--- config.mk ---
export PLATFORM = sky130hd
export DESIGN_NAME = demux_2_16b_reg_flat
export DESIGN_NICKNAME = d
export VERILOG_FILES = /design/src/rtl/demux_2_16b_reg_if.sv /design/src/rtl/demux_2_16b_reg.sv /design/src/flat_wrapper.sv
export SDC_FILE = /design/constraint.sdc
export NUM_CORES = 1
export LEC_CHECK = 0
export ABC_AREA = 0
export CORE_ASPECT_RATIO = 1.5
export CORE_UTILIZATION = 47
export DETAILED_ROUTE_END_ITERATION = 8
export PLACE_DENSITY = 0.87
export SYNTH_ARGS = -nofsm -noshare
export SYNTH_HDL_FRONTEND = slang
export SYNTH_SLANG_ARGS = --single-unit
--- constraint.sdc ---
create_clock -name clk -period 1.9 [get_ports clk]
set_input_delay 0.475 -clock clk [delete_from_list [all_inputs] [get_ports clk]]
set_output_delay 0.475 -clock clk [all_outputs]
set_load 0.02 [all_outputs]
--- src/rtl/demux_2_16b_reg_if.sv ---
// Bundle of the producer-side and consumer-side handshake signals of the
// registered 1-to-4 demultiplexer.
interface demux_2_16b_reg_if #(
  parameter int COUNT_W = 8
);
  logic [15:0]        in_value;
  logic [1:0]         in_sel;
  logic               in_valid;
  logic               in_ready;
  logic [15:0]        out_value0;
  logic [15:0]        out_value1;
  logic [15:0]        out_value2;
  logic [15:0]        out_value3;
  logic [3:0]         out_valid;
  logic [3:0]         out_ready;
  logic [COUNT_W-1:0] out_count0;
  logic [COUNT_W-1:0] out_count1;
  logic [COUNT_W-1:0] out_count2;
  logic [COUNT_W-1:0] out_count3;

  modport slave (
    input  in_value, in_sel, in_valid, out_ready,
    output in_ready, out_value0, out_value1, out_value2, out_value3,
           out_valid, out_count0, out_count1, out_count2, out_count3
  );

  modport master (
    output in_value, in_sel, in_valid, out_ready,
    input  in_ready, out_value0, out_value1, out_value2, out_value3,
           out_valid, out_count0, out_count1, out_count2, out_count3
  );
endinterface

--- src/rtl/demux_2_16b_reg.sv ---
// Registered 1-to-4 demultiplexer: one holding register and valid flag per
// channel, valid/ready on the input and on every output, per-channel counters.
module demux_2_16b_reg #(
  parameter int COUNT_W = 8
) (
  input logic               clk,
  input logic               reset,
  demux_2_16b_reg_if.slave  bus
);
  localparam int DATA_W = 16;

  logic [DATA_W-1:0]  value_p1 [4];
  logic [3:0]         vld_p1;
  logic [COUNT_W-1:0] cnt_p1 [4];
  logic               in_ready_c;
  logic               take_in;
  logic [3:0]         take_out;

  function automatic logic [COUNT_W-1:0] wrap_inc(input logic [COUNT_W-1:0] c);
    return c + COUNT_W'(1);
  endfunction

  // Ready looks only at the addressed channel, so a stalled channel never blocks the others.
  always_comb begin
    in_ready_c = 1'b0;
    if (!reset)
      in_ready_c = ~vld_p1[bus.in_sel] | bus.out_ready[bus.in_sel];
  end

  assign take_in  = bus.in_valid & in_ready_c;
  assign take_out = vld_p1 & bus.out_ready;

  // Stage p1: holding registers, valid flags and delivered-word counters
  always_ff @(posedge clk) begin
    if (reset) begin
      vld_p1 <= 4'b0000;
      for (int k = 0; k < 4; k++) begin
        value_p1[k] <= '0;
        cnt_p1[k]   <= '0;
      end
    end else begin
      for (int k = 0; k < 4; k++) begin
        if (take_in && (bus.in_sel == 2'(k))) begin
          value_p1[k] <= bus.in_value;
          vld_p1[k]   <= 1'b1;
        end else if (take_out[k]) begin
          vld_p1[k]   <= 1'b0;
        end
        if (take_out[k])
          cnt_p1[k] <= wrap_inc(cnt_p1[k]);
      end
    end
  end

  assign bus.in_ready   = in_ready_c;
  assign bus.out_valid  = vld_p1;
  assign bus.out_value0 = value_p1[0];
  assign bus.out_value1 = value_p1[1];
  assign bus.out_value2 = value_p1[2];
  assign bus.out_value3 = value_p1[3];
  assign bus.out_count0 = cnt_p1[0];
  assign bus.out_count1 = cnt_p1[1];
  assign bus.out_count2 = cnt_p1[2];
  assign bus.out_count3 = cnt_p1[3];
endmodule
--- src/flat_wrapper.sv ---
// flat-port wrapper written by rule: the top's interface ports become plain ports
module demux_2_16b_reg_flat 
#(
  parameter int COUNT_W = 8
)
  (clk, reset, bus_in_value, bus_in_sel, bus_in_valid, bus_out_ready, bus_in_ready, bus_out_value0, bus_out_value1, bus_out_value2, bus_out_value3, bus_out_valid, bus_out_count0, bus_out_count1, bus_out_count2, bus_out_count3);
  demux_2_16b_reg_if #(.COUNT_W(COUNT_W)) bus_i ();
  input logic clk;
  input logic reset;
  input wire logic [$bits(bus_i.in_value)-1:0] bus_in_value;
  input wire logic [$bits(bus_i.in_sel)-1:0] bus_in_sel;
  input wire logic [$bits(bus_i.in_valid)-1:0] bus_in_valid;
  input wire logic [$bits(bus_i.out_ready)-1:0] bus_out_ready;
  output wire logic [$bits(bus_i.in_ready)-1:0] bus_in_ready;
  output wire logic [$bits(bus_i.out_value0)-1:0] bus_out_value0;
  output wire logic [$bits(bus_i.out_value1)-1:0] bus_out_value1;
  output wire logic [$bits(bus_i.out_value2)-1:0] bus_out_value2;
  output wire logic [$bits(bus_i.out_value3)-1:0] bus_out_value3;
  output wire logic [$bits(bus_i.out_valid)-1:0] bus_out_valid;
  output wire logic [$bits(bus_i.out_count0)-1:0] bus_out_count0;
  output wire logic [$bits(bus_i.out_count1)-1:0] bus_out_count1;
  output wire logic [$bits(bus_i.out_count2)-1:0] bus_out_count2;
  output wire logic [$bits(bus_i.out_count3)-1:0] bus_out_count3;
  assign bus_i.in_value = bus_in_value;
  assign bus_i.in_sel = bus_in_sel;
  assign bus_i.in_valid = bus_in_valid;
  assign bus_i.out_ready = bus_out_ready;
  assign bus_in_ready = bus_i.in_ready;
  assign bus_out_value0 = bus_i.out_value0;
  assign bus_out_value1 = bus_i.out_value1;
  assign bus_out_value2 = bus_i.out_value2;
  assign bus_out_value3 = bus_i.out_value3;
  assign bus_out_valid = bus_i.out_valid;
  assign bus_out_count0 = bus_i.out_count0;
  assign bus_out_count1 = bus_i.out_count1;
  assign bus_out_count2 = bus_i.out_count2;
  assign bus_out_count3 = bus_i.out_count3;
  demux_2_16b_reg #(.COUNT_W(COUNT_W)) u_core (.clk(clk), .reset(reset), .bus(bus_i));
endmodule
* Word-level counts from Yosys, hierarchy flattened
Memories as Yosys holds them, arrays and structs flattened.
Cells that the tools add are included.
** Operators by class
- Add/sub/neg operators :: 4
- Magnitude comparators :: 1
- Equality and inequality tests :: 3
- Multiplexer cells :: 47
- Bitwise gates (word level) :: 12
- Reductions and logical operators :: 9
** Operators with widths (count)
- $mux 16 :: 4
- $mux 1 :: 37
- $add 8x1->8 const B :: 4
- $mux 8 :: 4
- $or 1x1->1 :: 9
- $reduce_bool 2->1 :: 4
- $and 4x4->4 :: 1
- $bmux 1 s2 :: 2
- $eq 2x2->1 const B :: 2
- $logic_and 1x1->1 :: 4
- $lt 2x3->1 const B :: 1
- $eq 2x1->1 const B :: 1
- $logic_not 2->1 :: 1
- $and 1x1->1 :: 1
- $not 1->1 :: 1
** Word-level totals
- Register bits after elaboration :: 4
- Bits in writable memories :: 96
- Input bits :: 25
- Output and inout port bits :: 101
- Logic and storage cells :: 82
- Memories :: 2
** Memory list
- u_core.value_p1 :: words 4, width 16, rd ports 4, clocked after memory_dff 0, write ports 4, RTL line demux_2_16b_reg.sv:12 : logic [DATA_W-1:0] value_p1 [4];
- u_core.cnt_p1 :: words 4, width 8, rd ports 4, clocked after memory_dff 0, write ports 4, RTL line demux_2_16b_reg.sv:14 : logic [COUNT_W-1:0] cnt_p1 [4];

* Depth between registers and ports, before layout
Gate-level depths: netlist (run 1).
- Word-level depth :: 11
- Depth in mapped cells :: 5
- Depth with buffers taken out :: 4

* Worst setup path before layout (run 1)
OpenSTA, ideal clock, no wires.
- Path kind :: input-to-output
- Start :: input bus_in_sel[1]
- End :: output bus_in_ready
- Arrival time :: 1311 ps
- Slack :: 114 ps
- Cell stages on the path :: 3
- Path buffers :: 0
- Path through :: nor2b_2 -> a311o_1 -> a21oi_1
** On the way
- Longest elaborated chain between the ends :: 5
- Elaborated cells on any way between the ends :: 7
** Ends and longest elaborated chain
- from (decl) :: RTL line flat_wrapper.sv:11 : input wire logic [$bits(bus_i.in_sel)-1:0] bus_in_sel;
- $bmux 1 s2 :: RTL line demux_2_16b_reg.sv:27 : in_ready_c = ~vld_p1[bus.in_sel] | bus.out_ready[bus.in_sel];
- $mux 1 (implied by the code) :: RTL line demux_2_16b_reg.sv:27
- $not 1->1 :: RTL line demux_2_16b_reg.sv:27
- $or 1x1->1 * :: RTL line demux_2_16b_reg.sv:27
- $mux 1 * :: RTL line demux_2_16b_reg.sv:26 : if (!reset)
- to (decl) :: RTL line flat_wrapper.sv:14 : output wire logic [$bits(bus_i.in_ready)-1:0] bus_in_ready;
Every way passes the cells marked *; elsewhere a longest branch is shown, timed or not. The select of a mux whose other input is x is not followed.

* Worst setup path after layout (run 1)
Ends and elaborated chain as after synthesis.

==> results.sh, run 1 <==
export IMPL_drc=0
export IMPL_clk_latency_ns=0.34
export IMPL_detail_route_antenna_nets=0
export IMPL_cts_sinks=100
export IMPL_antenna_found_initial=0
export IMPL_status="complete, no violations"
export IMPL_holdCritPathClass="register to register"
export IMPL_diodes=0
export IMPL_max_cap_viol_count=0
export IMPL_htree_levels=3
export IMPL_layout_min_cycle_time_ns=1.86
export IMPL_drtPass1Iterations=4
export IMPL_clock_skew_ns=0.00630
export IMPL_synth_cells=334
export IMPL_final_common_cell="clkdlybuf4s50_1"
export IMPL_grt_pass1_wl_um=15100
export IMPL_clock_path_buffers=2
export IMPL_grt_use_total=0.224
export IMPL_wl_um=10100
export IMPL_p_seq_frac=0.534
export IMPL_vias_per_cell=5.24
export IMPL_syn_nets=363
export IMPL_core_mm2=0.00846
export IMPL_grt_pass1_vias=3050
export IMPL_hold_path_startpoint="u_core.bus.out_valid[1]"
export IMPL_power_frac_comb=0.130
export IMPL_endpoint_kind="primary output"
export IMPL_fillers=586
export IMPL_fmax_ghz=0.538
export IMPL_io_buffers=125
export IMPL_r2r_setup_slack_ns=0.38
export IMPL_die_h_um=117
export IMPL_fin_setup_tns_ns=0
export IMPL_min_period_over_period=0.978
export IMPL_start_util=0.490
export IMPL_routabilityCongestion=0.773
export IMPL_row_count=41
export IMPL_syn2layout_area_growth_pct=45.9
export IMPL_syn_area_mm2=0.00415
export IMPL_cp_required_ns=1.42
export IMPL_yosys_register_bits=100
export IMPL_dieArea_mm2=0.00921
export IMPL_syn_avg_cell_area_um2=12.4
export IMPL_ir_drop_uv=734
export IMPL_rr_worst_depth=4
export IMPL_holdWs_ns=0.647
export IMPL_final_cell_mix="clkdlybuf4s50_1 (100), edfxtp_1 (96), nor2_1 (85)"
export IMPL_arrival_ns=1.38
export IMPL_min_to="u_core.bus.out_valid[1]"
export IMPL_vias=3106
export IMPL_power_density_mw_per_mm2=796
export IMPL_seq_area_frac_synth=0.715
export IMPL_top_level_ports=126
export IMPL_die_w_um=78.7
export IMPL_numCtsBuffers=9
export IMPL_r2r_end="u_core.cnt_p1[3][6]"
export IMPL_grt_max_degree=21
export IMPL_setup_viol=0
export IMPL_path_clk_slew_ns=0.06
export IMPL_critical_path_startpoint_type="primary input"
export IMPL_cts_root_buf="clkbuf_16"
export IMPL_cts_hold_buf=0
export IMPL_multi_input_area_mm2=0.00113
export IMPL_p_clk_frac=0.335
export IMPL_routedWlPerCell_um=17.1
export IMPL_nets=510
export IMPL_slew_viol_final=0
export IMPL_ys_warnings_count=0
export IMPL_dpl_hpwl_um=7460
export IMPL_p_sw_frac=0.235
export IMPL_r2r_start="u_core.cnt_p1[3][0]"
export IMPL_p_switching_mw=1.13
export IMPL_postCtsSetupBuffers=0
export IMPL_whs_path_depth=3
export IMPL_rsz0062_at_grt="true"
export IMPL_drive_gt1_frac=0.101
export IMPL_ys_types=30
export IMPL_seqCellArea_mm2=0.00296
export IMPL_drtIter0Drc=173
export IMPL_hold_viol_final=0
export IMPL_internal_power_mw=3.68
export IMPL_startpoint="bus_in_sel[1]"
export IMPL_cts_tree="done"
export IMPL_tightest_slew_ns=0.402
export IMPL_worst_path_max_fanout=3
export IMPL_power_leakage_nw=2.31
export IMPL_slew_headroom=0.732
export IMPL_grt_overflow=0
export IMPL_crit_type="primary input to primary output"
## state kept, by name, indices dropped and copies added (netlist names)
register / flops
u_core.bus.out_valid: 4
u_core.cnt_p1: 32
u_core.value_p1: 64
## per-stage QoR
step	power, mW	setup WS (ns)	std cells	utilization	area [um^2]
after global placement	3.24	-0.716	577	0.679	5750
after global routing	4.98	0.00116	593	0.715	6050
final	4.82	0.0427	593	0.715	6050
after floorplan	2.88	0.114	334	-	4150
after CTS	4.85	0.0000607	593	0.710	6010
after detailed placement	3.25	-0.744	577	0.679	5750
## Yosys cell counts
library cell | instances | share of area
buf_6 | 1 | 0.0027
nand2b_1 | 11 | 0.017
inv_1 | 6 | 0.0054
or2_2 | 3 | 0.0045
a311o_1 | 1 | 0.0024
nor2_1 | 85 | 0.077
nor4b_1 | 1 | 0.0021
nand2_1 | 24 | 0.022
nor2b_2 | 1 | 0.0021
xnor2_1 | 5 | 0.011
nand4_2 | 1 | 0.0030
and2_1 | 3 | 0.0045
dfxtp_1 | 4 | 0.019
nor2b_1 | 1 | 0.0015
mux2i_1 | 1 | 0.0024
nand3b_1 | 1 | 0.0018
edfxtp_1 | 96 | 0.70
nand3_1 | 19 | 0.023
buf_4 | 1 | 0.0018
a21oi_1 | 17 | 0.021
nand4_1 | 4 | 0.0060
or3_1 | 12 | 0.018
and2b_1 | 1 | 0.0018
a21o_1 | 1 | 0.0018
xor2_1 | 7 | 0.015
ha_1 | 4 | 0.012
o21ai_0 | 12 | 0.014
nand2_2 | 2 | 0.0030
buf_2 | 5 | 0.0060
clkbuf_1 | 4 | 0.0036
## worst max-delay path, stage by stage
cell and delay, ns:
clkdlybuf4s15_2 0.21, nor2b_4 0.13, a311o_1 0.32, a21oi_2 0.11
buf_4 0.15
## cell families (layout without fill, tap and decap cells)
| family | after synthesis | after routing | share of synthesized area |
|---|---|---|---|
| AOI/OAI and AO/OA | 31 | 31 | 0.0392 |
| buffers and inverters | 17 | 169 | 0.0196 |
| adders and majority gates | 4 | 4 | 0.0121 |
| muxes | 1 | 1 | 0.00241 |
| and+or+nand+nor | 169 | 169 | 0.187 |
| xor gates and xnor gates | 12 | 12 | 0.0253 |
| DFF | 100 | 100 | 0.715 |
## per-layer routing
metal	vias up	routed length (um)	track usage
met2	138	5220	0.398
met5	-	0	0
met3	17	900	0.0791
met1	1486	3770	0.239
met4	0	248	0.0975
li1	1465	-	-
## area by class of cell
type                       instances  area share
sequential                       100       0.490
clock buffer                      11      0.0385
tap                              107      0.0221
clock inverter                     5     0.00476
inverter                           6     0.00372
timing repair buffer             147       0.254
multi-input combinational        217       0.187
## worst max-delay path by stage
stage / endpoint / cells past startpoint
final: bus_in_ready / 5
after global routing: bus_out_valid[2] / 2
after CTS: bus_out_count2[1] / 1
after detailed placement: bus_in_ready / 5
after global placement: bus_in_ready / 5
after floorplan: bus_in_ready / 3
## power groups by stage
stage / Sequential [mW] / Clock, mW / Combinational (mW)
2_1_floorplan: 2.74 / 0 / 0.142
3_3_place_gp: 2.62 / 0 / 0.621
3_5_place_dp: 2.62 / 0 / 0.634
4_1_cts: 2.57 / 1.64 / 0.630
5_1_grt: 2.58 / 1.73 / 0.665
6_report: 2.57 / 1.62 / 0.627
## what timing repair did
action,in CTS,in global routing
setup endpoints to repair,9,10
pin swaps,2,1
gates resized for setup,26,12
No activity file was read; power rests on OpenSTA's default activity.
==> inputs of run 2 (changes only) <==
- HOLD_SLACK_MARGIN: not set -> 0.08
==> results of run 2 <==
The final DEF is identical to that of run 1; final timing and power are the same.
==> inputs of run 3 (changes only) <==
- CTS_CLUSTER_SIZE: not set -> 14
==> results of run 3 <==
The final DEF is identical to that of run 1; final timing and power are the same.
